**config.mk**
```make
export PLATFORM = sky130hd
export DESIGN_NAME = bram_line_packer_flat
export DESIGN_NICKNAME = d
export VERILOG_FILES = /design/src/rtl/bram_line_packer_pkg.sv /design/src/rtl/bram_line_packer_if.sv /design/src/rtl/bram_line_packer_byte_lane_packer.sv /design/src/rtl/bram_line_packer.sv /design/src/flat_wrapper.sv
export SDC_FILE = /design/constraint.sdc
export NUM_CORES = 1
export LEC_CHECK = 0
export ABC_AREA = 1
export BUFFER_PORTS_ARGS = -buffer_cell sky130_fd_sc_hd__buf_2
export CAP_MARGIN = 25
export CORE_AREA = 5 5 187 189
export CTS_CLUSTER_SIZE = 24
export DETAILED_ROUTE_END_ITERATION = 10
export DIE_AREA = 0 0 192 194
export SLEW_MARGIN = 20
export SYNTH_ARGS = -nofsm -noshare
export SYNTH_HDL_FRONTEND = slang
export SYNTH_HIERARCHICAL = 1
export SYNTH_SLANG_ARGS = --single-unit
```
**constraint.sdc**
```tcl
create_clock -name clk -period 2.8 [get_ports clk]
set_input_delay 0.42 -clock clk [delete_from_list [all_inputs] [get_ports clk]]
set_output_delay 0.42 -clock clk [all_outputs]
set_load 0.01 [all_outputs]
```
**src/rtl/bram_line_packer_pkg.sv**
```systemverilog
// Shared types and constants for the BRAM line packer: pixel/word geometry,
// FSM state encoding and default BRAM sizing.
package bram_line_packer_pkg;

  localparam int PIX_W         = 8;
  localparam int PIX_PER_WORD  = 8;
  localparam int DATA_W        = PIX_W * PIX_PER_WORD;
  localparam int LANE_W        = $clog2(PIX_PER_WORD);
  localparam int DEF_ADDR_W    = 8;
  localparam int DEF_NUM_WORDS = 256;

  typedef enum logic [1:0] {
    IDLE  = 2'd0,
    RUN   = 2'd1,
    FINAL = 2'd2,
    DONE  = 2'd3
  } state_t;

endpackage

```
**src/rtl/bram_line_packer_if.sv**
```systemverilog
// Pixel stream handshake plus BRAM port A write bus. The master drives pixels
// and observes the BRAM strobe; the slave (the packer) does the opposite.
interface bram_line_packer_if
  import bram_line_packer_pkg::*;
#(
  parameter int ADDR_W = DEF_ADDR_W
);

  logic [PIX_W-1:0]  pix_data;
  logic              pix_valid;
  logic              pix_last;
  logic              pix_ready;
  logic              ena;
  logic              wea;
  logic [ADDR_W-1:0] addra;
  logic [DATA_W-1:0] dina;

  modport master (
    output pix_data, pix_valid, pix_last,
    input  pix_ready, ena, wea, addra, dina
  );

  modport slave (
    input  pix_data, pix_valid, pix_last,
    output pix_ready, ena, wea, addra, dina
  );

endinterface

```
**src/rtl/bram_line_packer_byte_lane_packer.sv**
```systemverilog
// Byte lane packer: accumulates accepted pixels little-endian into a 64-bit
// word. Lanes above the current one are always zero, so a flushed partial
// word comes out zero-padded without extra masking.
module bram_line_packer_byte_lane_packer
  import bram_line_packer_pkg::*;
(
  input  logic              clk,
  input  logic              reset_n,
  input  logic              clear,
  input  logic              accept,
  input  logic              last,
  input  logic [PIX_W-1:0]  pix_data,
  output logic              word_full,
  output logic [DATA_W-1:0] packed_word
);

  localparam logic [LANE_W-1:0] LANE_MAX = {LANE_W{1'b1}};

  logic [LANE_W-1:0] lane_r;
  logic [DATA_W-1:0] acc_r;

  // Merge the incoming byte into its lane of the accumulator.
  always_comb begin
    packed_word = acc_r;
    packed_word[{lane_r, 3'b000} +: PIX_W] = pix_data;
  end

  assign word_full = accept & (lane_r == LANE_MAX);

  // Advance the lane on each accept; restart empty once a word is closed.
  always_ff @(posedge clk) begin
    if (!reset_n) begin
      lane_r <= '0;
      acc_r  <= '0;
    end else if (clear) begin
      lane_r <= '0;
      acc_r  <= '0;
    end else if (accept) begin
      if ((lane_r == LANE_MAX) || last) begin
        lane_r <= '0;
        acc_r  <= '0;
      end else begin
        lane_r <= lane_r + LANE_W'(1);
        acc_r  <= packed_word;
      end
    end else begin
      lane_r <= lane_r;
      acc_r  <= acc_r;
    end
  end

endmodule

```
**src/rtl/bram_line_packer.sv**
```systemverilog
// BRAM line packer top: run-control FSM, BRAM address/word counters and the
// registered port A write strobe. Packs 8 pixels per word, written at
// consecutive addresses from 0; pix_last flushes a partial word.
module bram_line_packer
  import bram_line_packer_pkg::*;
#(
  parameter int ADDR_W    = DEF_ADDR_W,
  parameter int NUM_WORDS = DEF_NUM_WORDS
) (
  input  logic                clk,
  input  logic                reset_n,
  input  logic                start,
  bram_line_packer_if.slave   bus,
  output logic                busy,
  output logic                done,
  output logic [ADDR_W:0]     word_count
);

  localparam logic [ADDR_W:0] LAST_WORD = (ADDR_W + 1)'(NUM_WORDS - 1);

  state_t            state_r;
  logic              ena_r;
  logic [ADDR_W-1:0] addra_r;
  logic [DATA_W-1:0] dina_r;
  logic              busy_r;
  logic              done_r;
  logic [ADDR_W:0]   word_count_r;

  logic              accept_s;
  logic              clear_s;
  logic              word_full_s;
  logic              close_s;
  logic              full_s;
  logic [ADDR_W:0]   words_done_s;
  logic [DATA_W-1:0] packed_s;

  assign accept_s = bus.pix_valid & (state_r == RUN);
  assign clear_s  = start & (state_r == IDLE);

  bram_line_packer_byte_lane_packer u_lanes (
    .clk         (clk),
    .reset_n     (reset_n),
    .clear       (clear_s),
    .accept      (accept_s),
    .last        (bus.pix_last),
    .pix_data    (bus.pix_data),
    .word_full   (word_full_s),
    .packed_word (packed_s)
  );

  // Words already committed, counting a strobe still in flight this cycle.
  always_comb begin
    words_done_s = word_count_r + {{ADDR_W{1'b0}}, ena_r};
    close_s      = word_full_s | (accept_s & bus.pix_last);
    full_s       = word_full_s & (words_done_s == LAST_WORD);
  end

  // Run FSM with write strobe, address and word counters.
  always_ff @(posedge clk) begin
    if (!reset_n) begin
      state_r      <= IDLE;
      ena_r        <= 1'b0;
      addra_r      <= '0;
      dina_r       <= '0;
      busy_r       <= 1'b0;
      done_r       <= 1'b0;
      word_count_r <= '0;
    end else begin
      ena_r  <= 1'b0;
      done_r <= 1'b0;
      if (ena_r) begin
        addra_r      <= addra_r + ADDR_W'(1);
        word_count_r <= word_count_r + (ADDR_W + 1)'(1);
      end
      case (state_r)
        IDLE: begin
          if (start) begin
            state_r      <= RUN;
            addra_r      <= '0;
            word_count_r <= '0;
            busy_r       <= 1'b1;
          end else begin
            state_r <= IDLE;
          end
        end
        RUN: begin
          if (close_s) begin
            dina_r <= packed_s;
            ena_r  <= 1'b1;
          end
          if (accept_s && (bus.pix_last || full_s)) begin
            state_r <= FINAL;
          end else begin
            state_r <= RUN;
          end
        end
        FINAL: begin
          state_r <= DONE;
          busy_r  <= 1'b0;
          done_r  <= 1'b1;
        end
        DONE: begin
          state_r <= IDLE;
        end
        default: begin
          state_r <= IDLE;
          busy_r  <= 1'b0;
        end
      endcase
    end
  end

  assign bus.pix_ready = (state_r == RUN);
  assign bus.ena       = ena_r;
  assign bus.wea       = ena_r;
  assign bus.addra     = addra_r;
  assign bus.dina      = dina_r;
  assign busy          = busy_r;
  assign done          = done_r;
  assign word_count    = word_count_r;

endmodule

```
**src/flat_wrapper.sv**
```systemverilog
// flat-port wrapper written by rule: the top's interface ports become plain ports
module bram_line_packer_flat import bram_line_packer_pkg::*;
#(
  parameter int ADDR_W    = DEF_ADDR_W,
  parameter int NUM_WORDS = DEF_NUM_WORDS
)
  (clk, reset_n, start, busy, done, word_count, bus_pix_data, bus_pix_valid, bus_pix_last, bus_pix_ready, bus_ena, bus_wea, bus_addra, bus_dina);
  bram_line_packer_if #(.ADDR_W(ADDR_W)) bus_i ();
  input  logic clk;
  input  logic reset_n;
  input  logic start;
  output logic busy;
  output logic done;
  output logic [ADDR_W:0] word_count;
  input wire logic [$bits(bus_i.pix_data)-1:0] bus_pix_data;
  input wire logic [$bits(bus_i.pix_valid)-1:0] bus_pix_valid;
  input wire logic [$bits(bus_i.pix_last)-1:0] bus_pix_last;
  output wire logic [$bits(bus_i.pix_ready)-1:0] bus_pix_ready;
  output wire logic [$bits(bus_i.ena)-1:0] bus_ena;
  output wire logic [$bits(bus_i.wea)-1:0] bus_wea;
  output wire logic [$bits(bus_i.addra)-1:0] bus_addra;
  output wire logic [$bits(bus_i.dina)-1:0] bus_dina;
  assign bus_i.pix_data = bus_pix_data;
  assign bus_i.pix_valid = bus_pix_valid;
  assign bus_i.pix_last = bus_pix_last;
  assign bus_pix_ready = bus_i.pix_ready;
  assign bus_ena = bus_i.ena;
  assign bus_wea = bus_i.wea;
  assign bus_addra = bus_i.addra;
  assign bus_dina = bus_i.dina;
  bram_line_packer #(.ADDR_W(ADDR_W), .NUM_WORDS(NUM_WORDS)) u_core (.clk(clk), .reset_n(reset_n), .start(start), .bus(bus_i), .busy(busy), .done(done), .word_count(word_count));
endmodule
```
; ---- After elaboration in Yosys (flattened, before gate mapping)
; Index checks and enable logic that the tools add are counted.
[word_totals]
reg_bits = 153
latch_bits = 0
ramBits = 0
romBits = 0
out_inout_bits = 86
elab_cells = 54
memories = 0
[classes]
n_addsub = 5
multipliers = 0
div = 0
order_cmp = 0
eq_ne = 6
shift = 2
muxes = 16
bitwise_logic = 7
n_reduce_logical = 9
[op_table]
columns = operator, count
row1 = $bwmux 64, 1
row2 = $mux 64, 1
row3 = $shift 8x8->64 const A, 1
row4 = $shiftx 8x8->64, 1
row5 = $mux 9, 3
row6 = $mux 8, 3
row7 = $add 9x1->9, 1
row8 = $add 9x1->9 const B, 1
row9 = $eq 9x8->1 const B, 1
row10 = $add 8x1->8 const B, 1
row11 = $neg 6->8, 1
row12 = $pmux 2 s4, 1
row13 = $reduce_and 2->1, 3
row14 = $and 1x1->1, 5
row15 = $eq 2x2->1 const B, 2
row16 = $mux 1, 4
row17 = $add 3x1->3 const B, 1
row18 = $eq 3x3->1 const B, 1
row19 = $mux 3, 1
row20 = $eq 2x1->1 const B, 1
row21 = $logic_not 2->1, 1
row22 = $logic_or 1x1->1, 2
row23 = $mux 2, 1
row24 = $ne 2x2->1 const B, 1
row25 = other kinds (6), 6

; ---- Longest topological paths before layout
[logic_depth]
ltp_word = 8
depth_mapped = 14
mapped_depth_nobuf = 12

; ---- Modules after synthesis
; Netlist, hierarchy kept.
[by_module_without_submodules]
columns = mod, n_inst, cells_per_inst, area_each_um2, seq_area_each_um2
row1 = bram_line_packer_byte_lane_packer, 1, 658, 4144.0, 1341.3
row2 = bram_line_packer, 1, 425, 3365.7, 1721.7

; ---- Worst setup path before layout
; No wires, ideal clock.
[synth_path]
path_type = reg2reg
from = reg u_core.u_lanes.lane_r[0]
to = reg u_core.dina_r[48] (netlist: u_core/bus.dina[48])
t_arrival_ns = 2.030
setup_slack_ns = 0.651
path_stages_with_launch = 15
path_buffers = 2
period_less_slack_ns = 2.149
cell_sequence = dfxtp_1 > buf_2 > inv_2 > ha_1 > ha_1 > buf_2 > inv_1 > nand2_1 > inv_1 > nand2_8 > inv_2 > nand2_1 > and2_1 > o21ai_1 > a21oi_1
[synth_lines]
columns = element, line_no
row1 = "start, declared", bram_line_packer_byte_lane_packer.sv:19  ; logic [LANE_W-1:0] lane_r;
row2 = "start signal, assigned", bram_line_packer_byte_lane_packer.sv:43  ; lane_r <= lane_r + LANE_W'(1);
row3 = "start signal, assigned", bram_line_packer_byte_lane_packer.sv:47  ; lane_r <= lane_r;
row4 = $neg 6->8 (*), bram_line_packer_byte_lane_packer.sv:25  ; packed_word[{lane_r, 3'b000} +: PIX_W] = pix_data;
row5 = $shiftx 8x8->64 / $shift 8x8->64 (equally long branches), bram_line_packer_byte_lane_packer.sv:25
row6 = $bwmux 64 (*), bram_line_packer_byte_lane_packer.sv:25
row7 = named net u_core.packed_s[48], bram_line_packer.sv:35  ; logic [DATA_W-1:0] packed_s;
row8 = "end signal, assigned", bram_line_packer.sv:88  ; dina_r <= packed_s;
row9 = "end, declared", bram_line_packer.sv:24  ; logic [DATA_W-1:0] dina_r;
; Mark *: on every way through the listed nets, which the timed path passes. The rest lies on a longest branch.
; A chain may end at the register's enable or synchronous reset.

; ---- Worst setup path after layout
[layout_path]
from = reg u_core.u_lanes.lane_r[1]
to = reg u_core.dina_r[56] (netlist: u_core/bus.dina[56])
; Same word-level chain as after synthesis.

==> flow_summary_export.csv <==
group,metric,value,unit
status,outcome,"finished, final reports clean",
setup_path,path_max_fanout,9,
grt,overflow,0,
pwr,total_leakage_power,0.00380,uW
logic_synthesis,muxShareOfSynthArea,0,%
grt,gr-usage-met2,17.4,%
die,initial_utilization,22.7,%
logic_synthesis,syn_avg_cell_area,6.93,sq um
die,core.rowCount,67,
logic_synthesis,synth_edf_count,0,
sta,finalCritPeriodShare,87.7,%
cts,htree_levels,4,
logic_synthesis,ys_seq_area_share,40.8,%
route,viasPerCell,4.24,
cts,cts_buffers,17,
die,fp.dieH,194,um
placement,io_buffers,98,
setup_path,cp-start-kind,"register",
sta,tightest_slew,0.765,ns
grt,grt_start_max_net_pins,84,
sta,slew_violations,0,
cts,cts.path.max_buffers,2,
cts,cts-hold-fix-buffers,0,
logic_synthesis,syn_nets,1108,
cts,cts.repair.resized,0,
cells_and_area,regArea,3060,sq um
grt,antenna_found_initial,2,
placement,gp_congestion,0.833,
pwr,vdd_drop_max,0.000398,V
route,drtPass1Iterations,5,
sta,finalSetupViolations,0,
logic_synthesis,ys_ff_latch,153,
cts,postCtsSetupRepairBufs,0,
grt,grt_use_met1,14.9,%
cts,cts_tree,"yes",
sta,fmaxAchievable,407,MHz
sta,layout_setup_ws,0.345,ns
sta,min_period,2.45,ns
cts,cts_root_buffer,"clkbuf_16",
cells_and_area,nets,1183,
cells_and_area,diodes,0,
sta,max_slew_margin,49.0,%
setup_path,cp-end-kind,"register",
route,num_vias,6864,
logic_synthesis,synth_top_family_by_area,"simple AND/OR/NAND/NOR gates",
grt,grt_pass1_wl,33700,um
logic_synthesis,postSynth.asyncResetShare,0,%
logic_synthesis,synth_cells,1083,
logic_synthesis,syn_area,7510,sq um
logic_synthesis,synth-xor-area-share,1.05,%
hold_path,hp-class,"in2reg",
cells_and_area,fill_cells,3659,
grt,met3_usage,3.33,%
logic_synthesis,synthAdderAreaFrac,2.00,%
cts,clk_pin_slew,0.07,ns
route,antenna_left,0,
logic_synthesis,yosysUniqueCellTypes,38,
setup_path,crit_arrival,2.75,ns
die,die_w,192,um
die,io_pins,99,
setup_path,crit_type,"reg2reg",
cts,cts_num_sinks,153,
route,routed_wl,21100,um
grt,grt_pass1_vias,6357,
sta,fin_skew,0.0110,ns
pwr,p_per_area,578,nW/um^2
cells_and_area,synthToLayoutAreaGrowth,20.5,%
cells_and_area,drive_above_1_share,14.3,%
placement,post-place-ws,0.357,ns
route,drt-wirelength-per-cell,13.0,um
sta,finalHoldWorstSlack,0.349,ns
route,drcViolationCount,0,
logic_synthesis,synth_compound_area_share,15.3,%
flow_run,cap_violations,0,
die,dieArea,37200,sq um
setup_path,required,3.10,ns
route,first_iter_violations,499,
cells_and_area,final_cell_mix,"nand2_1 (241), inv_1 (169), dfxtp_1 (153)",
grt,grt_usage,11.2,%
cells_and_area,design_area,9050,sq um
grt,gr-max-usage-layer,"met2",
die,coreArea,33100,sq um
cells_and_area,final_common_cell,"nand2_1",
placement,postPlaceCellArea,8390,sq um
placement,post-dp-hpwl,14900,um
sta,setup_tns,0,ns
sta,finalHoldViolations,0,
logic_synthesis,synth-simple-area-share,27.8,%
cts,clock_latency,0.42,ns
logic_synthesis,ys.flop_type,"dfxtp_1",
logic_synthesis,yosysWarnings,6,
sta,rsz0062_at_grt,"false",
placement,dp_cells,1587,
cells_and_area,multiInputGateArea,3470,sq um
cells_and_area,fin_cells,1619,
## synthesized netlist by cell type (2+ instances only)
master    count  area share, %
xnor2_1       2           0.23
nand2_2       5           0.42
xor2_1        7           0.82
nand2_1     241             12
clkbuf_1     22            1.1
a21oi_1     137            9.1
buf_6         7            1.0
and2_1       46            3.8
inv_1       170            8.5
nor2_2        3           0.25
nand2_8       2           0.53
o21a_1       12            1.2
o21ai_1      46            3.1
nor3b_1       2           0.20
buf_2        21            1.4
dfxtp_1     153             41
o21ai_0      21            1.4
nand3_1      77            5.1
buf_4         5           0.50
ha_1         12            2.0
inv_2         8           0.40
nor2_1       44            2.2
nand3b_1      2           0.20
nand4_1      22            1.8
nor3_1        3           0.20
## logic make-up after synthesis
logic type / count (synthesis)
DFF: 153
buffers and inverters: 235
xor gates and xnor gates: 9
adders and majority gates: 12
AOI/OAI and AO/OA: 221
and+or+nand+nor: 453
## layer usage
layer	vias to the layer above	share of wire (%)	wire length, um
li1	3571	-	-
met4	2	1.8	378
met2	128	46	9670
met5	-	0.052	11
met1	3141	46	9740
met3	22	6.0	1270
## registers in the layout (all words and copies together) (netlist names), named ones only
signal / cells
u_core/state_r: 1
u_core/u_lanes/lane_r: 3
u_core/busy: 1
u_core/done: 1
u_core/bus.addra: 8
u_core/bus.dina: 64
u_core/bus.ena: 1
u_core/u_lanes/acc_r: 64
u_core/word_count: 9
## final timing paths
check	from	end	slack, ns	depth (start not counted)
worst max-delay path	u_core/u_lanes/lane_r[1]	u_core/bus.dina[56]	0.35	12
worst min-delay path	bus_pix_last	register	0.35	3
worst max register to register	u_core/u_lanes/lane_r[1]	u_core/bus.dina[56]	0.35	12
worst min register to register	u_core/bus.dina[18]	u_core/bus.dina[18]	0.44	2
## area by class of cell
type / count / share of cell area, %
multi-input combinational: 695 / 38.4
sequential: 153 / 33.9
inverter: 179 / 7.43
timing repair buffer: 112 / 6.86
tap: 448 / 6.20
clock buffer: 18 / 4.85
clock inverter: 14 / 2.42
## per-stage QoR
stage          util [%]  power (uW)
3_3_place_gp       25.3        2710
4_1_cts            27.3        5310
6_report           27.3        5230
3_5_place_dp       25.3        2720
5_1_grt            27.3        5460
2_1_floorplan         -        2560
## worst max-delay path, cell delays in order, from the launching register on
cell and delay [ns]:
dfxtp_1 0.52, inv_1 0.14, ha_1 0.24, ha_1 0.38
inv_1 0.13, nand2_1 0.06, inv_1 0.14, nand2_8 0.10
inv_2 0.14, nand2_1 0.08, and2_1 0.15, o21ai_1 0.20
a21oi_1 0.06
## report_power, final
group	internal (uW)	leakage (uW)	switching, uW	total [uW]
clock	1610	0.000317	961	2580
sequential	2230	0.00124	25.9	2260
combinational	124	0.00225	278	402
No activity file was read; power rests on OpenSTA's default activity.
